## src/rtl/display_scan_ctrl.sv

```systemverilog
`default_nettype none
// ============================================================================
// Module      : display_scan_ctrl
// Description : Multiplexed-display scan controller. Steps an active-low
//               one-hot anode drive through the digits enabled by
//               digit_mask at a fixed prescaled rate. It also exports the
//               active digit index and pulses frame_done on each scan wrap.
//               Optional feature macro: DISPLAY_SCAN_BLANK_EN. When defined,
//               it forces BLANK_CYCLES of dark anodes after every digit
//               change.
// Revision    : 1.0 - initial release
// ============================================================================
module display_scan_ctrl #(
  parameter int N_DIGITS     = 4,
  parameter int REFRESH_DIV  = 100000,
  parameter int BLANK_CYCLES = 8
) (
  input  logic                        clk,
  input  logic                        rst_n,
  input  logic                        enable,
  input  logic [N_DIGITS-1:0]         digit_mask,
  output logic [N_DIGITS-1:0]         an,
  output logic [$clog2(N_DIGITS)-1:0] digit_sel,
  output logic                        frame_done
);

  localparam int c_sel_w   = $clog2(N_DIGITS);
  localparam int c_presc_w = $clog2(REFRESH_DIV);

  localparam logic [c_presc_w-1:0] c_presc_last = c_presc_w'(REFRESH_DIV - 1);
  // Digit count widened by one bit so that index + offset cannot overflow.
  localparam logic [c_sel_w:0]     c_n_ext      = (c_sel_w + 1)'(N_DIGITS);

  logic [c_presc_w-1:0] r_presc;
  logic [c_sel_w-1:0]   r_digit_sel;
  logic [N_DIGITS-1:0]  r_an;
  logic                 r_frame_done;

  logic                 w_tick;
  logic [c_sel_w-1:0]   w_next_sel;
  logic                 w_found;
  logic [c_sel_w:0]     w_cand;
  logic [c_sel_w-1:0]   w_cand_idx;
  logic                 w_wrap;
  logic [N_DIGITS-1:0]  w_sel_hit;
  logic                 w_blank;
  logic [N_DIGITS-1:0]  w_an_next;

  assign w_tick = enable && (r_presc == c_presc_last);

  // Prescaler: counts 0..REFRESH_DIV-1 while enabled and holds otherwise.
  always_ff @(posedge clk or negedge rst_n) begin
    if (!rst_n) begin
      r_presc <= '0;
    end else if (enable) begin
      r_presc <= w_tick ? '0 : r_presc + 1'b1;
    end
  end

  // Circular search for the first enabled digit after the current one.
  // Offset N_DIGITS lands back on the current index. An empty mask finds
  // nothing, so the index holds.
  always_comb begin
    w_next_sel = r_digit_sel;
    w_found    = 1'b0;
    w_cand     = '0;
    w_cand_idx = '0;
    for (int k = 1; k <= N_DIGITS; k++) begin
      w_cand = {1'b0, r_digit_sel} + (c_sel_w + 1)'(k);
      if (w_cand >= c_n_ext) begin
        w_cand = w_cand - c_n_ext;
      end
      w_cand_idx = w_cand[c_sel_w-1:0];
      if (!w_found && digit_mask[w_cand_idx]) begin
        w_next_sel = w_cand_idx;
        w_found    = 1'b1;
      end
    end
  end

  // The scan wraps when the new index does not lie above the old one.
  assign w_wrap = (w_next_sel <= r_digit_sel) && (|digit_mask);

  // Digit index register: moves only on a prescaler tick.
  always_ff @(posedge clk or negedge rst_n) begin
    if (!rst_n) begin
      r_digit_sel <= '0;
    end else if (w_tick) begin
      r_digit_sel <= w_next_sel;
    end
  end

  // Frame pulse: set for the single cycle after a wrapping tick.
  always_ff @(posedge clk or negedge rst_n) begin
    if (!rst_n) begin
      r_frame_done <= 1'b0;
    end else begin
      r_frame_done <= w_tick && w_wrap;
    end
  end

  // Per-digit select decode. Because it is driven from a single registered
  // index, at most one bit can ever be set.
  for (genvar gi = 0; gi < N_DIGITS; gi++) begin : g_hit
    assign w_sel_hit[gi] = digit_mask[gi] && (r_digit_sel == c_sel_w'(gi));
  end

`ifdef DISPLAY_SCAN_BLANK_EN
  localparam int c_blank_w = (BLANK_CYCLES < 2) ? 1 : $clog2(BLANK_CYCLES);

  logic [c_blank_w-1:0] r_blank_cnt;

  // Dead-time counter: the tick cycle blanks the next cycle, and this
  // counter covers the remaining BLANK_CYCLES-1 cycles.
  always_ff @(posedge clk or negedge rst_n) begin
    if (!rst_n) begin
      r_blank_cnt <= '0;
    end else if (w_tick) begin
      r_blank_cnt <= c_blank_w'(BLANK_CYCLES - 1);
    end else if (r_blank_cnt != '0) begin
      r_blank_cnt <= r_blank_cnt - 1'b1;
    end
  end

  assign w_blank = (BLANK_CYCLES > 0) && (w_tick || (r_blank_cnt != '0));
`else
  // Dead time is compiled out, so BLANK_CYCLES has no effect here.
  assign w_blank = (BLANK_CYCLES < 0);
`endif

  assign w_an_next = (enable && !w_blank) ? ~w_sel_hit : '1;

  // Registered anode drive: all ones means dark.
  always_ff @(posedge clk or negedge rst_n) begin
    if (!rst_n) begin
      r_an <= '1;
    end else begin
      r_an <= w_an_next;
    end
  end

  assign an         = r_an;
  assign digit_sel  = r_digit_sel;
  assign frame_done = r_frame_done;

endmodule
`default_nettype wire

```

## config.mk

```make
export PLATFORM = sky130hd
export DESIGN_NAME = display_scan_ctrl
export DESIGN_NICKNAME = d
export VERILOG_FILES = /design/src/rtl/display_scan_ctrl.sv
export SDC_FILE = /design/constraint.sdc
export NUM_CORES = 1
export LEC_CHECK = 0
export CAP_MARGIN = 20
export CORE_MARGIN = 1.5
export CORE_UTILIZATION = 60
export CTS_CLUSTER_DIAMETER = 50
export DETAILED_ROUTE_END_ITERATION = 12
export PLACE_DENSITY_LB_ADDON = 0.25
export SLEW_MARGIN = 20
export SYNTH_ARGS = -nofsm -noshare
export SYNTH_HDL_FRONTEND = slang
export SYNTH_SLANG_ARGS = --single-unit
```

## constraint.sdc

```tcl
create_clock -name clk -period 6.4 [get_ports clk]
set_input_delay 1.28 -clock clk [delete_from_list [all_inputs] [get_ports clk]]
set_output_delay 1.28 -clock clk [all_outputs]
set_load 0.03 [all_outputs]
```

# == Yosys cells after proc, flatten, opt, wreduce, memory -nomap -nowiden ==
# Index checks and enable logic that the tools add are counted.
# classes
add_sub_neg,9
n_mul,0
n_div,0
n_lt_le_gt_ge,9
n_eq_ne,4
n_shift,0
n_mux,21
bitwise_logic,1
n_reduce_logical,15
# op_table
op,count
$add 17x1->17 const B,1
$eq 17x17->1 const B,1
$mux 17,1
$mux 2,8
$ge 3x3->1 const B,4
$lt 2x3->1 const B,4
$logic_and 1x1->1,10
$bmux 1 s2,4
$sub 2x1->2 const B,4
$mux 1,7
$add 2x2->3 const B,2
$eq 2x2->1 const B,2
$mux 4,1
$not 4->4,1
$reduce_or 4->1,1
$add 2x1->3 const B,1
$add 2x3->3 const B,1
$logic_not 1->1,3
$eq 2x1->1 const B,1
$le 2x2->1,1
$logic_not 2->1,1
# word_totals
register_bits,24
latch_bits,0
ramBits,0
rom_bits,0
output_inout_bits,7
memories,0

# == Longest topological paths before layout ==
# depth
depth_word,18
ltp_mapped,12
mapped_depth_nobuf,11

# == Worst setup path after synthesis ==
# OpenSTA, ideal clock, no wires.
# synth_timing
kind,in2reg
from,in digit_mask[0]
to,reg r_frame_done (netlist: frame_done)
arrival_ps,2766
path_slack_ps,3554
cell_stages,9
path_cell_list,clkbuf_1 -> or3_1 -> a221oi_1 -> a31oi_1 -> nand2_1 -> ha_1 -> a21oi_1 -> a21oi_1 -> nor3b_2
# synth_via
elab_chain_cells,15
word_cells_on_any_way,25
# synth_lines
element,line,source
start: declaration,21,"input logic [N_DIGITS-1:0] digit_mask,"
$bmux 1 s2,74,if (!w_found && digit_mask[w_cand_idx]) begin
$mux 1 (implied by the code),74,
$mux 1,74,
$logic_not 1->1,74,
$logic_and 1x1->1,74,
$mux 1,74,
$logic_not 1->1,74,
$logic_and 1x1->1,74,
$mux 1,74,
$logic_not 1->1,74,
$logic_and 1x1->1,74,
$mux 2 *,74,
net w_next_sel[1],40,logic [c_sel_w-1:0] w_next_sel;
$le 2x2->1 *,82,assign w_wrap = (w_next_sel <= r_digit_sel) && (|digit_mask);
$logic_and 1x1->1 *,82,
$logic_and 1x1->1 *,98,r_frame_done <= w_tick && w_wrap;
end signal: assignment,98,
end: declaration,37,logic r_frame_done;
# Mark *: on every way through the listed nets, which the timed path passes. The rest lies on a longest branch. The select of a mux whose other input is x is not followed.
# A chain may end at the register's enable or synchronous reset.

# == Worst setup path in the final report ==
# layout_timing
from,in digit_mask[2]
to,reg r_frame_done (netlist: frame_done)
# Same word-level chain as after synthesis.

==> flow_summary.yaml <==
sta:
  relSlewSlack: 0.6123
  slew_viol_final: 0
  skew_ns: 0.006633
  fin_setup_tns_ns: 0
  finalCritPeriodShare: 0.4877
  period_needed_ns: 3.121
  rsz0062_at_grt: "false"
  fmax_ghz: 0.3204
  hold_violations: 0
  setup_viol: 0
  layout_setup_ws_ns: 3.279
  max_slew.worst_pin.slew_ns: 0.5816
  hold-worst-slack_ns: 0.5078
global_route:
  grt_max_degree: 25
  top_usage_layer: "met2"
  grtUsageMet2: 0.4252
  grt_pass1_vias: 1047
  grtUsageMet3: 0.06034
  grt_use_total: 0.2505
  antenna_found_initial: 0
  grtUsageMet1: 0.3252
  grt.overflow.total: 0
  grt_pass1_wl_um: 4905
clocking:
  cts_buffers: 3
  clk_latency_ns: 0.31
  ctsResizeCount: 0
  clk_path_buf_depth: 2
  htreeDepth: 1
  cts_tree: "built"
  root_buffer: "clkbuf_4"
  cts.sink_count: 24
  postCtsSetupBuffers: 0
  cts_hold_buffers: 0
  path_clk_slew_ns: 0.13
route:
  totalWireLength_um: 2821
  wl_per_cell_um: 15.59
  drt-initial-drc-count: 36
  drc: 0
  ant_nets: 0
  viasPerCell: 5.972
  via_count: 1081
  dr.pass1.iters: 4
floorplanning:
  core-area_mm2: 0.002233
  rows: 17
  die_area_mm2: 0.002668
  die_x_um: 51.65
  io_pins: 14
  start_util: 0.6359
  die_y_um: 51.65
run_status:
  status: "finished clean"
power_and_ir_drop:
  max-vdd-ir-drop_mv: 0.2952
  p_leak_nw: 0.6605
  pwr_density_cell_mw_per_mm2: 224.1
yosys:
  synth-seq-cells: 24
  syn_nets: 158
  avgSynthCellArea_um2: 9.862
  yosys.cell_types.count: 42
  synth_area_mm2: 0.001420
  yosysTopAreaCell: "dfrtp_1"
  synth_top_area_share: 0.3524
  synth_area_leaders: "dfrtp_1 (35%), dfstp_2 (7.4%), ha_1 (6.2%)"
  syn_inst: 144
  ys_warn_count: 0
  synth-seq-area-share: 0.4264
worst_setup_path:
  slowest_delay_ns: 0.57
  worst_setup_path_start_kind: "input port"
  required_ns: 6.65
  crit_type: "input port to flip-flop"
  path_common_cell: "a21oi_1"
  cp.arrival_ns: 3.37
  cp_max_fo: 10
  cp_cell_sequence: "clkdlybuf4s50_1, nor2b_1, a21oi_1, a221oi_1, a31oi_1, nand2_1, ha_1, a21oi_1, a21oi_1, nor3b_2"
  crit_path_top_delay_cell: "clkdlybuf4s50_1"
  cp-end-kind: "flip-flop"
final_layout:
  layout.cells.non_filler: 181
  fin_nets: 168
  drive_above_1_share: 0.1242
  antenna_cells: 0
  final_common_cell: "dfrtp_1"
  syn2layout_area_growth_pct: 12.33
  layout_common_cells: "dfrtp_1 (20), nand2_1 (16), clkdlybuf4s50_1 (12)"
  fillCellCount: 169
placed_design:
  post-place-cells: 177
  preCtsSetupSlack_ns: 2.955
  routabilityCongestion: 0.8513
  hpwl_um: 2058
  io_buffers: 13
worst_hold_path:
  hold_class: "flip-flop to flip-flop"
flow_run:
  cap_viol_max_count: 0
==> cell families after synthesis <==
group           synth area share
simple gates              0.2573
flops                     0.4264
mux                      0.04669
xor+xnor                 0.08635
compound gates           0.08458
fa+ha+maj                0.06167
buf+inv                  0.03700
==> layer usage <==
layer | vias to the layer above | routed length, µm | share of wire
met5 | - | 0 | 0
met4 | 0 | 13 | 0.0046
met3 | 2 | 82 | 0.029
met2 | 19 | 1421 | 0.50
met1 | 527 | 1303 | 0.46
li1 | 533 | - | -
==> synthesized netlist by cell type, drive strengths merged <==
| cell | instances |
|---|---|
| clkbuf | 4 |
| nor2 | 11 |
| and4 | 3 |
| and3 | 3 |
| a2bb2oi | 1 |
| or3 | 2 |
| nand3b | 2 |
| nand2b | 2 |
| nor4b | 1 |
| a41oi | 1 |
| mux2i | 1 |
| a21oi | 6 |
| a31oi | 4 |
| nand4b | 1 |
| o311ai | 1 |
| dfrtp | 20 |
| xnor2 | 8 |
| buf | 4 |
| nor4 | 1 |
| mux2 | 5 |
| o21ai | 2 |
| nor3b | 3 |
| nor4bb | 1 |
| a221oi | 1 |
| and2 | 1 |
| a211o | 1 |
| nand3 | 8 |
| o211ai | 1 |
| nand4 | 5 |
| nor2b | 2 |
| nand2 | 16 |
| ha | 7 |
| dfstp | 4 |
| xor2 | 6 |
| inv | 4 |
| nor3 | 1 |
==> report_power, final <==
group / total (mW) / switching (mW) / internal (mW)
sequential: 0.193 / 0.0213 / 0.171
combinational: 0.0577 / 0.0300 / 0.0277
clock: 0.107 / 0.0438 / 0.0633
total: 0.357 / 0.0951 / 0.262
==> critical path: cells and delay by family <==
kind | cells | cell delay, ns
AO/OA/AOI/OAI | 5 | 0.79
adder cells (fa/ha/maj) | 1 | 0.30
buffers and inverters | 1 | 0.57
AND/OR/NAND/NOR | 3 | 0.44
==> final timing paths <==
path | startpoint | endpoint | slack [ns] | cells past startpoint
worst min-delay path | r_presc[4]$_DFFE_PN0P_ | r_presc[4]$_DFFE_PN0P_ | 0.51 | 1
min in group asynchronous | rst_n | r_presc[12]$_DFFE_PN0P_ | 0.92 | 1
worst max-delay path | digit_mask[2] | frame_done$_DFF_PN0_ | 3.28 | 10
worst min register to register | r_presc[4]$_DFFE_PN0P_ | r_presc[4]$_DFFE_PN0P_ | 0.51 | 1
worst max register to register | digit_sel[0]$_DFFE_PN0P_ | frame_done$_DFF_PN0_ | 3.48 | 10
max in group asynchronous | rst_n | an[3]$_DFF_PN1_ | 5.11 | 1
==> area by class of cell <==
cell class	instances	area [µm²]	share of cell area
clock inverters	1	30.03	0.01882
repair buffers	13	125.1	0.07843
multi-input cells	108	762.0	0.4776
well taps	28	35.03	0.02196
flip-flops and latches	24	605.6	0.3796
inverters	4	15.01	0.009412
clock buffers	3	22.52	0.01412
==> state kept, by name, summed over array words and instances (netlist names) <==
name / flops
r_presc: 17
an: 4
digit_sel: 2
frame_done: 1
==> stage by stage <==
stage | utilization | power, mW | instance area (µm²)
CTS | 0.7165 | 0.3628 | 1600
floorplan | - | 0.2336 | 1420
detailed placement | 0.6930 | 0.2537 | 1548
global route | 0.7143 | 0.3802 | 1595
global placement | 0.6930 | 0.2483 | 1548
finish | 0.7143 | 0.3575 | 1595
Power figures use the tool's default switching activity.
